File: src/rtl/mem_access_unit_if.sv
// rtl/mem_access_unit_if.sv - SRAM-like data-cache bus between the MEM stage and the data cache
// The unit side is the master and the cache side is the slave.
interface mem_access_unit_if #(
   parameter int ADDR_W = 32
);
   logic              data_req;
   logic              data_wr;
   logic [1:0]        data_size;
   logic [ADDR_W-1:0] data_addr;
   logic [3:0]        data_wstrb;
   logic [31:0]       data_wdata;
   logic              data_addr_ok;
   logic              data_data_ok;
   logic [31:0]       data_rdata;

   modport master (
      output data_req, data_wr, data_size, data_addr, data_wstrb, data_wdata,
      input  data_addr_ok, data_data_ok, data_rdata
   );

   modport slave (
      input  data_req, data_wr, data_size, data_addr, data_wstrb, data_wdata,
      output data_addr_ok, data_data_ok, data_rdata
   );
endinterface

File: src/rtl/mem_access_unit.sv
// rtl/mem_access_unit.sv - MEM-stage load/store unit driving the data-cache bus
// Stalls the pipeline from issue until the bus completes; address errors are flagged before any bus traffic.
module mem_access_unit #(
   parameter int ADDR_W = 32
) (
   input  logic              clk,
   input  logic              rst,
   input  logic              mem_read,
   input  logic              mem_write,
   input  logic [2:0]        mem_type,
   input  logic [ADDR_W-1:0] addr,
   input  logic [31:0]       rt_data,
   input  logic              flush,
   output logic              stall,
   output logic              done,
   output logic [31:0]       rdata_out,
   output logic              adel,
   output logic              ades,
   mem_access_unit_if.master bus
);
   typedef enum logic [1:0] {IDLE, REQ, WAIT, DONE} stateType;

   stateType    state, nextState;
   logic        cancelQ;
   logic        isLoadQ;
   logic [2:0]  typeQ;
   logic [1:0]  offQ;
   logic [31:0] rtQ;

   logic        accessValid, isByte, isHalf, isWord, fault, startReq;
   logic        issue, capture, setCancel;
   logic [1:0]  reqSize;
   logic [ADDR_W-1:0] reqAddr;
   logic [3:0]  reqStrb;
   logic [31:0] reqData;
   logic [4:0]  shUp, shDn, shUpQ, shDnQ;
   logic [31:0] byteWord, halfWord, loadData;

   always_comb begin
      accessValid = (mem_read ^ mem_write) && (mem_type != 3'b110);
      isByte      = (mem_type[1:0] == 2'b00);
      isHalf      = (mem_type[1:0] == 2'b01);
      isWord      = (mem_type == 3'b010);
      fault       = (state == IDLE) && accessValid &&
                    ((isHalf && addr[0]) || (isWord && (addr[1:0] != 2'b00)));
      adel        = fault && mem_read;
      ades        = fault && mem_write;
      startReq    = (state == IDLE) && accessValid && !fault && !flush;
   end

   // Request encoding is computed from the live inputs and registered on issue.
   always_comb begin
      shUp    = {addr[1:0], 3'b000};
      shDn    = {2'd3 - addr[1:0], 3'b000};
      reqSize = 2'd2;
      reqAddr = {addr[ADDR_W-1:2], 2'b00};
      reqStrb = 4'b0000;
      reqData = 32'h0000_0000;
      if (isByte) begin
         reqSize = 2'd0;
         reqAddr = addr;
      end else if (isHalf) begin
         reqSize = 2'd1;
         reqAddr = addr;
      end
      if (mem_write) begin
         case (mem_type)
            3'b000, 3'b100: begin
               reqStrb = 4'b0001 << addr[1:0];
               reqData = {4{rt_data[7:0]}};
            end
            3'b001, 3'b101: begin
               reqStrb = addr[1] ? 4'b1100 : 4'b0011;
               reqData = {2{rt_data[15:0]}};
            end
            3'b011: begin
               reqStrb = 4'b1111 >> (2'd3 - addr[1:0]);
               reqData = rt_data >> shDn;
            end
            3'b111: begin
               reqStrb = 4'b1111 << addr[1:0];
               reqData = rt_data << shUp;
            end
            default: begin
               reqStrb = 4'b1111;
               reqData = rt_data;
            end
         endcase
      end
   end

   always_comb begin
      shUpQ    = {offQ, 3'b000};
      shDnQ    = {2'd3 - offQ, 3'b000};
      byteWord = bus.data_rdata >> shUpQ;
      halfWord = bus.data_rdata >> {offQ[1], 4'b0000};
      case (typeQ)
         3'b100:  loadData = {{24{byteWord[7]}}, byteWord[7:0]};
         3'b000:  loadData = {24'h00_0000, byteWord[7:0]};
         3'b101:  loadData = {{16{halfWord[15]}}, halfWord[15:0]};
         3'b001:  loadData = {16'h0000, halfWord[15:0]};
         3'b011:  loadData = (bus.data_rdata << shDnQ) | (rtQ & ~(32'hFFFF_FFFF << shDnQ));
         3'b111:  loadData = (bus.data_rdata >> shUpQ) | (rtQ & ~(32'hFFFF_FFFF >> shUpQ));
         default: loadData = bus.data_rdata;
      endcase
   end

   always_ff @(posedge clk or posedge rst) begin
      if (rst) state <= IDLE;
      else     state <= nextState;
   end

   always_comb begin
      nextState = state;
      issue     = 1'b0;
      capture   = 1'b0;
      setCancel = 1'b0;
      stall     = 1'b0;
      done      = 1'b0;
      case (state)
         IDLE: begin
            stall = startReq;
            if (startReq) begin
               nextState = REQ;
               issue     = 1'b1;
            end
         end
         REQ: begin
            stall = 1'b1;
            if (bus.data_addr_ok) begin
               // A flush racing a same-cycle completion simply discards the result.
               if (bus.data_data_ok) begin
                  nextState = flush ? IDLE : DONE;
                  capture   = !flush;
               end else begin
                  nextState = WAIT;
                  setCancel = flush;
               end
            end else if (flush) begin
               nextState = IDLE;
            end
         end
         WAIT: begin
            stall = 1'b1;
            if (bus.data_data_ok) begin
               nextState = (cancelQ || flush) ? IDLE : DONE;
               capture   = !(cancelQ || flush);
            end else begin
               setCancel = flush;
            end
         end
         DONE: begin
            done      = 1'b1;
            nextState = IDLE;
         end
         default: nextState = IDLE;
      endcase
   end

   always_ff @(posedge clk or posedge rst) begin
      if (rst) begin
         cancelQ        <= 1'b0;
         isLoadQ        <= 1'b0;
         typeQ          <= 3'b000;
         offQ           <= 2'b00;
         rtQ            <= 32'h0000_0000;
         rdata_out      <= 32'h0000_0000;
         bus.data_req   <= 1'b0;
         bus.data_wr    <= 1'b0;
         bus.data_size  <= 2'd0;
         bus.data_addr  <= '0;
         bus.data_wstrb <= 4'b0000;
         bus.data_wdata <= 32'h0000_0000;
      end else begin
         cancelQ      <= (nextState == WAIT) && (cancelQ || setCancel);
         bus.data_req <= (nextState == REQ);
         if (issue) begin
            isLoadQ        <= mem_read;
            typeQ          <= mem_type;
            offQ           <= addr[1:0];
            rtQ            <= rt_data;
            bus.data_wr    <= mem_write;
            bus.data_size  <= reqSize;
            bus.data_addr  <= reqAddr;
            bus.data_wstrb <= reqStrb;
            bus.data_wdata <= reqData;
         end
         if (capture && isLoadQ) rdata_out <= loadData;
      end
   end
endmodule

File: src/flat_wrapper.sv
// flat-port wrapper written by rule: the top's interface ports become plain ports
module mem_access_unit_flat 
#(
   parameter int ADDR_W = 32
)
  (clk, rst, mem_read, mem_write, mem_type, addr, rt_data, flush, stall, done, rdata_out, adel, ades, bus_data_req, bus_data_wr, bus_data_size, bus_data_addr, bus_data_wstrb, bus_data_wdata, bus_data_addr_ok, bus_data_data_ok, bus_data_rdata);
  mem_access_unit_if #(.ADDR_W(ADDR_W)) bus_i ();
  input  logic clk;
  input  logic rst;
  input  logic mem_read;
  input  logic mem_write;
  input  logic [2:0] mem_type;
  input  logic [ADDR_W-1:0] addr;
  input  logic [31:0] rt_data;
  input  logic flush;
  output logic stall;
  output logic done;
  output logic [31:0] rdata_out;
  output logic adel;
  output logic ades;
  output wire logic [$bits(bus_i.data_req)-1:0] bus_data_req;
  output wire logic [$bits(bus_i.data_wr)-1:0] bus_data_wr;
  output wire logic [$bits(bus_i.data_size)-1:0] bus_data_size;
  output wire logic [$bits(bus_i.data_addr)-1:0] bus_data_addr;
  output wire logic [$bits(bus_i.data_wstrb)-1:0] bus_data_wstrb;
  output wire logic [$bits(bus_i.data_wdata)-1:0] bus_data_wdata;
  input wire logic [$bits(bus_i.data_addr_ok)-1:0] bus_data_addr_ok;
  input wire logic [$bits(bus_i.data_data_ok)-1:0] bus_data_data_ok;
  input wire logic [$bits(bus_i.data_rdata)-1:0] bus_data_rdata;
  assign bus_data_req = bus_i.data_req;
  assign bus_data_wr = bus_i.data_wr;
  assign bus_data_size = bus_i.data_size;
  assign bus_data_addr = bus_i.data_addr;
  assign bus_data_wstrb = bus_i.data_wstrb;
  assign bus_data_wdata = bus_i.data_wdata;
  assign bus_i.data_addr_ok = bus_data_addr_ok;
  assign bus_i.data_data_ok = bus_data_data_ok;
  assign bus_i.data_rdata = bus_data_rdata;
  mem_access_unit #(.ADDR_W(ADDR_W)) u_core (.clk(clk), .rst(rst), .mem_read(mem_read), .mem_write(mem_write), .mem_type(mem_type), .addr(addr), .rt_data(rt_data), .flush(flush), .stall(stall), .done(done), .rdata_out(rdata_out), .adel(adel), .ades(ades), .bus(bus_i));
endmodule
File: config.mk
export PLATFORM = sky130hd
export DESIGN_NAME = mem_access_unit_flat
export DESIGN_NICKNAME = d
export VERILOG_FILES = /design/src/rtl/mem_access_unit_if.sv /design/src/rtl/mem_access_unit.sv /design/src/flat_wrapper.sv
export SDC_FILE = /design/constraint.sdc
export NUM_CORES = 1
export LEC_CHECK = 0
export CAP_MARGIN = 20
export CORE_UTILIZATION = 51
export CTS_CLUSTER_DIAMETER = 120
export DETAILED_ROUTE_END_ITERATION = 10
export PLACE_DENSITY = 0.81
export SYNTH_ARGS = -nofsm -noshare
export SYNTH_HDL_FRONTEND = slang
export SYNTH_SLANG_ARGS = --single-unit
File: constraint.sdc
create_clock -name clk -period 6.7 [get_ports clk]
set_input_delay 2.01 -clock clk [delete_from_list [all_inputs] [get_ports clk]]
set_output_delay 2.01 -clock clk [all_outputs]
set_load 0.02 [all_outputs]
* After elaboration in Yosys (flattened, before gate mapping)
Cells that the tools add are included.
Operators by class: add/sub/neg operators 2, equal/unequal tests 18, shifts and indexed selects 10, multiplexer cells 29, bitwise logic cells 7, reductions and logical operators 25
Operators by type and width (number):
- case mux 32 bit (6 select lines) | 1
- case mux 32 bit (4 select lines) | 1
- bitwise AND 32 bit | 2
- NOT 32 bit | 2
- bitwise OR 32 bit | 2
- left shift 32 x 5 -> 32 bit | 2
- right shift 32 x 5 -> 32 bit | 2
- 2-to-1 mux 32 bit | 1
- left shift 32 x 5 -> 32 bit, first input constant | 1
- right shift 32 x 5 -> 16 bit | 1
- right shift 32 x 5 -> 32 bit, first input constant | 1
- 2-to-1 mux 2 bit | 11
- == test 3 bit, second input constant | 6
- case mux 4 bit (4 select lines) | 1
- logical AND 1 bit | 11
- == test 3 x 2 -> 1 bit, second input constant | 3
- 2-to-1 mux 1 bit | 8
- 2-to-1 mux 4 bit | 2
- case mux 2 bit (4 select lines) | 1
- == test 2 x 1 -> 1 bit, second input constant | 3
- == test 2 bit, second input constant | 3
- == test 3 x 1 -> 1 bit, second input constant | 2
- logical NOT 3 bit | 2
- case mux 1 bit (2 select lines) | 3
- other kinds (11) | 19
Storage, ports and cells: bits in registers 145, input bits 106, output and inout port bits 108, word-level logic and storage cells 104

* Depth between registers and ports, before layout
depth after elaboration 11, gate-level depth with buffers 8, mapped depth without buffers 6

* Worst setup path before layout
OpenSTA, ideal clock, no wires.
path kind input port to output port, start point in mem_type[0], end point out adel, arrival 3.226 ns, data required time 4.690 ns, slack 1.464 ns, cell stages on the path 5, buffers on the path 2, path through buf_4 > nand2b_4 > o31a_1 > buf_4 > nor3b_1
Between the ends: cells in the longest elaborated chain, start to end 5, elaborated cells between the ends (all ways) 10, those cells by class eq/ne: 3; reduce/logical: 7
Ends and longest elaborated chain:
- start, declared | line flat_wrapper.sv:12 | input logic [2:0] mem_type;
- != test 3 bit, or another cell as far along | line mem_access_unit.sv:40 | accessValid = (mem_read ^ mem_write) && (mem_type != 3'b110);
- logical AND 1 bit (on tied branches) | line mem_access_unit.sv:40, mem_access_unit.sv:45
- logical AND 1 bit or logical OR 1 bit (tied branches) | line mem_access_unit.sv:44, mem_access_unit.sv:45
- logical AND 1 bit * | line mem_access_unit.sv:44 | fault = (state == IDLE) && accessValid &&
- logical AND 1 bit * | line mem_access_unit.sv:46 | adel = fault && mem_read;
- end, declared | line flat_wrapper.sv:19 | output logic adel;
Every way passes the cells marked *; elsewhere a longest branch is shown, timed or not.

* Worst setup path in the final report
start point in mem_type[1], end point out adel
The elaborated chain is that of the path after synthesis.

==> reports/metrics.cfg <==
[power_and_ir_drop]
pwr-share-seq_pct = 31.3
p_int_w = 0.00313
report.power.total_w = 0.00519
switching_share_pct = 39.6
clkPwrFrac_pct = 18.6
ir_drop_uv = 271
power.leakage_nw = 4.87
combPwrFrac_pct = 50.1
powerDensity_mw_per_mm2 = 433
power.switching_w = 0.00206

[cells_and_area]
diodes = 0
drive_gt1_share_pct = 16.0
design_area_mm2 = 0.0120
area_growth_syn_to_layout_pct = 30.3
nFillCells = 1342
layout.nets = 1185

[drt]
finalWirelength_mm = 28.6
via_count = 8473
drt_iter0_drc = 1356
ant_nets = 0
wire_per_inst_um = 21.8
drt-pass1-iter-count = 6
viasPerCell = 6.46
drc = 0

[floorplanning]
die_x_um = 136
fp.dieArea_mm2 = 0.0186
row_count = 48
core_mm2 = 0.0175
num_io_pins = 214
dieHeight_um = 136
start_util_pct = 52.7

[synth]
yosysWarnings = 0
synth_top_area_share_pct = 39.4
synth_cell_types = 73
netlist_instances = 901
netlist_area_mm2 = 0.00922
synth_edf_count = 0
synthFlopType = dfrtp_1
synth-seq-cells = 145
synthArstFlopShare_pct = 100
seq_area_frac_synth_pct = 39.4
synth_area_per_cell_um2 = 10.2
ys_top_cells_by_area = dfrtp_1 (39%), mux2_2 (11%), mux2i_1 (7.8%), a32o_1 (3.4%), o22ai_1 (3.1%)
synth_fp_nets = 1012
yosysTopAreaCell = dfrtp_1

[global_routing]
grt_overflow = 0
grt_max_degree = 112
met3_usage_pct = 7.61
grt_pass1_wl_mm = 45.2
grt_use_met2_pct = 48.2
grt_util_met1_pct = 44.6
grtUsageTotal_pct = 31.7
first_global_vias = 8207
top_usage_layer = met2
antenna_found_initial = 1

[clock_network]
cts_root_buffer = clkbuf_16
hold_buffers = 0
numCtsBuffers = 17
cts_resized = 0
path_clk_slew_ns = 0.07
cts_tree = built
clockBufferDepth = 2
cts.sinks = 145
htree_num_levels = 4
cts_setup_buffers = 0
clock_latency_ns = 0.42

[sta]
maxSlewViolCount = 0
worst_pin_slew_ns = 1.02
fin_skew_ns = 0.00672
fin_crit_sh_pct = 88.1
slew_headroom_pct = 31.7
finalSetupViolations = 0
layout_min_cycle_time_ns = 5.91
hold_viol = 0
fin_setup_tns_ns = 0
rsz0062_at_grt = no
fmax_mhz = 169

[critical_path]
critPathMaxStageDelay_ns = 0.63
r2r_start = u_core.typeQ[1]
critPathLaunchType = input pin
critical_path.top_delay_family = buffers and inverters
end_kind = primary output
crit_cells = 5
path_class = in -> out
worstPathCellList = clkdlybuf4s50_1, nand3b_2, o31a_1, nor3b_1, clkdlybuf4s50_1
startpoint = mem_type[1]
slowest_stage = clkdlybuf4s50_1
cpMostUsedCell = clkdlybuf4s50_1
cp_max_fo = 7
cp_num_buf_inv = 2
reg2regPathDepth = 4
critPathRequiredTime_ns = 4.69
cp.arrival_ns = 3.90

[placement]
hpwl_mm = 19.9
port_buffers = 213
gp_congestion = 0.933
postPlaceCellArea_mm2 = 0.0114

[status]
status = finished, final reports clean

[run]
drv_cap = 0

[min_path]
holdPathStages = 2
hold_path_class = reg -> reg
worstHoldStart = u_core.rdata_out[6]

[sequential cells by signal (all words and copies together) (netlist names)]
signal,cells
u_core.rtQ,32
u_core.state,2
u_core.isLoadQ,1
u_core.bus.data_addr,32
u_core.bus.data_size,2
u_core.rdata_out,32
u_core.typeQ,3
u_core.bus.data_req,1
u_core.cancelQ,1
u_core.bus.data_wdata,32
u_core.bus.data_wr,1
u_core.offQ,2
u_core.bus.data_wstrb,4
[kinds of logic (layout without fill, tap and decap cells)]
| kind of cell | Yosys count | count (layout) | share of synthesized area [%] |
|---|---|---|---|
| simple gates | 209 | 209 | 12.4 |
| flops | 145 | 145 | 39.4 |
| buf+inv | 95 | 281 | 5.01 |
| fa+ha+maj | 5 | 5 | 0.679 |
| xor+xnor | 1 | 1 | 0.0951 |
| compound gates | 276 | 276 | 22.3 |
| mux | 170 | 170 | 20.1 |
[cells in the final DEF, fill, tap and decap left out, types with 4 or more instances in the layout]
cell type        instances
a2bb2oi_1                7
o31ai_1                  8
nor2b_1                 12
nor3_1                  16
and4b_1                  4
a31oi_1                  9
o2bb2ai_1               15
clkdlybuf4s50_1        212
buf_4                   15
clkbuf_16               17
o221ai_1                 9
or3_1                    8
nand3b_1                 4
a22o_1                   8
dfrtp_1                144
o21bai_1                 8
ha_1                     5
clkinv_4                 5
a21oi_1                 40
mux2_2                  92
o221a_2                  5
o22ai_1                 45
a32o_1                  31
nor2_1                  29
nand2b_1                36
o21ai_0                 27
mux2i_1                 72
a221oi_1                13
mux2_4                   5
o31a_1                   9
a21boi_0                 6
inv_1                   16
nand3_1                 17
a311oi_1                 5
and3_1                   9
o22a_1                   8
nand2_1                 47
or2_2                    8
[per-stage QoR]
step	util, %	std cells	hold slack (ns)	setup slack [ns]
finish	68.7	1312	0.484	0.795
global route	68.7	1312	0.507	0.715
CTS	68.5	1311	0.488	0.791
detailed placement	65.1	1279	0.471	0.794
global placement	65.1	1279	0.462	0.826
floorplan	-	901	0.474	0.795
[Yosys cell counts (27+ instances only)]
cell type  instances
o22ai_1           45
buf_2             27
clkbuf_1          28
mux2_2            92
mux2i_1           72
a21oi_1           40
nor2_1            29
o21ai_0           28
nand2_1           47
a32o_1            31
nand2b_1          36
dfrtp_1          145
[power by group through the flow]
stage | Clock [W] | Sequential (W) | Combinational [W]
final | 0.000965 | 0.00163 | 0.00260
after detailed placement | 0 | 0.00163 | 0.00258
after floorplan | 0 | 0.00189 | 0.00127
after global placement | 0 | 0.00162 | 0.00254
after CTS | 0.000978 | 0.00162 | 0.00259
after global routing | 0.00101 | 0.00167 | 0.00277
[final timing paths]
check | slack [ns] | to
min | 0.48 | u_core.rdata_out[6]
max reg2reg | 3.90 | u_core.rdata_out[16]
min in group asynchronous | 1.88 | u_core.bus.data_addr[25]
max | 0.79 | adel
min reg2reg | 0.48 | u_core.rdata_out[6]
max in group asynchronous | 3.60 | u_core.rtQ[30]
[worst register-to-register path: stages, from the launching register on]
cell and delay, ns:
dfrtp_1 1.02, nand3_1 0.67, nor2_1 0.66, nand2_1 0.16
a31oi_1 0.21
[layer usage]
layer / wire (um) / vias to the layer above
met5: 13 / -
met4: 602 / 2
met3: 2730 / 51
met2: 12900 / 495
met1: 12300 / 4134
li1: - / 3791
[final cells by class]
cell class | count | area, um2 | share of cell area [%]
multi-input combinational | 661 | 5130 | 42.7
sequential | 145 | 3630 | 30.2
timing repair buffer | 230 | 2290 | 19.1
clock buffer | 19 | 443 | 3.69
tap | 225 | 282 | 2.35
clock inverter | 13 | 155 | 1.29
inverter | 19 | 76.3 | 0.636
Note: power is estimated with default switching activity, not from simulation.
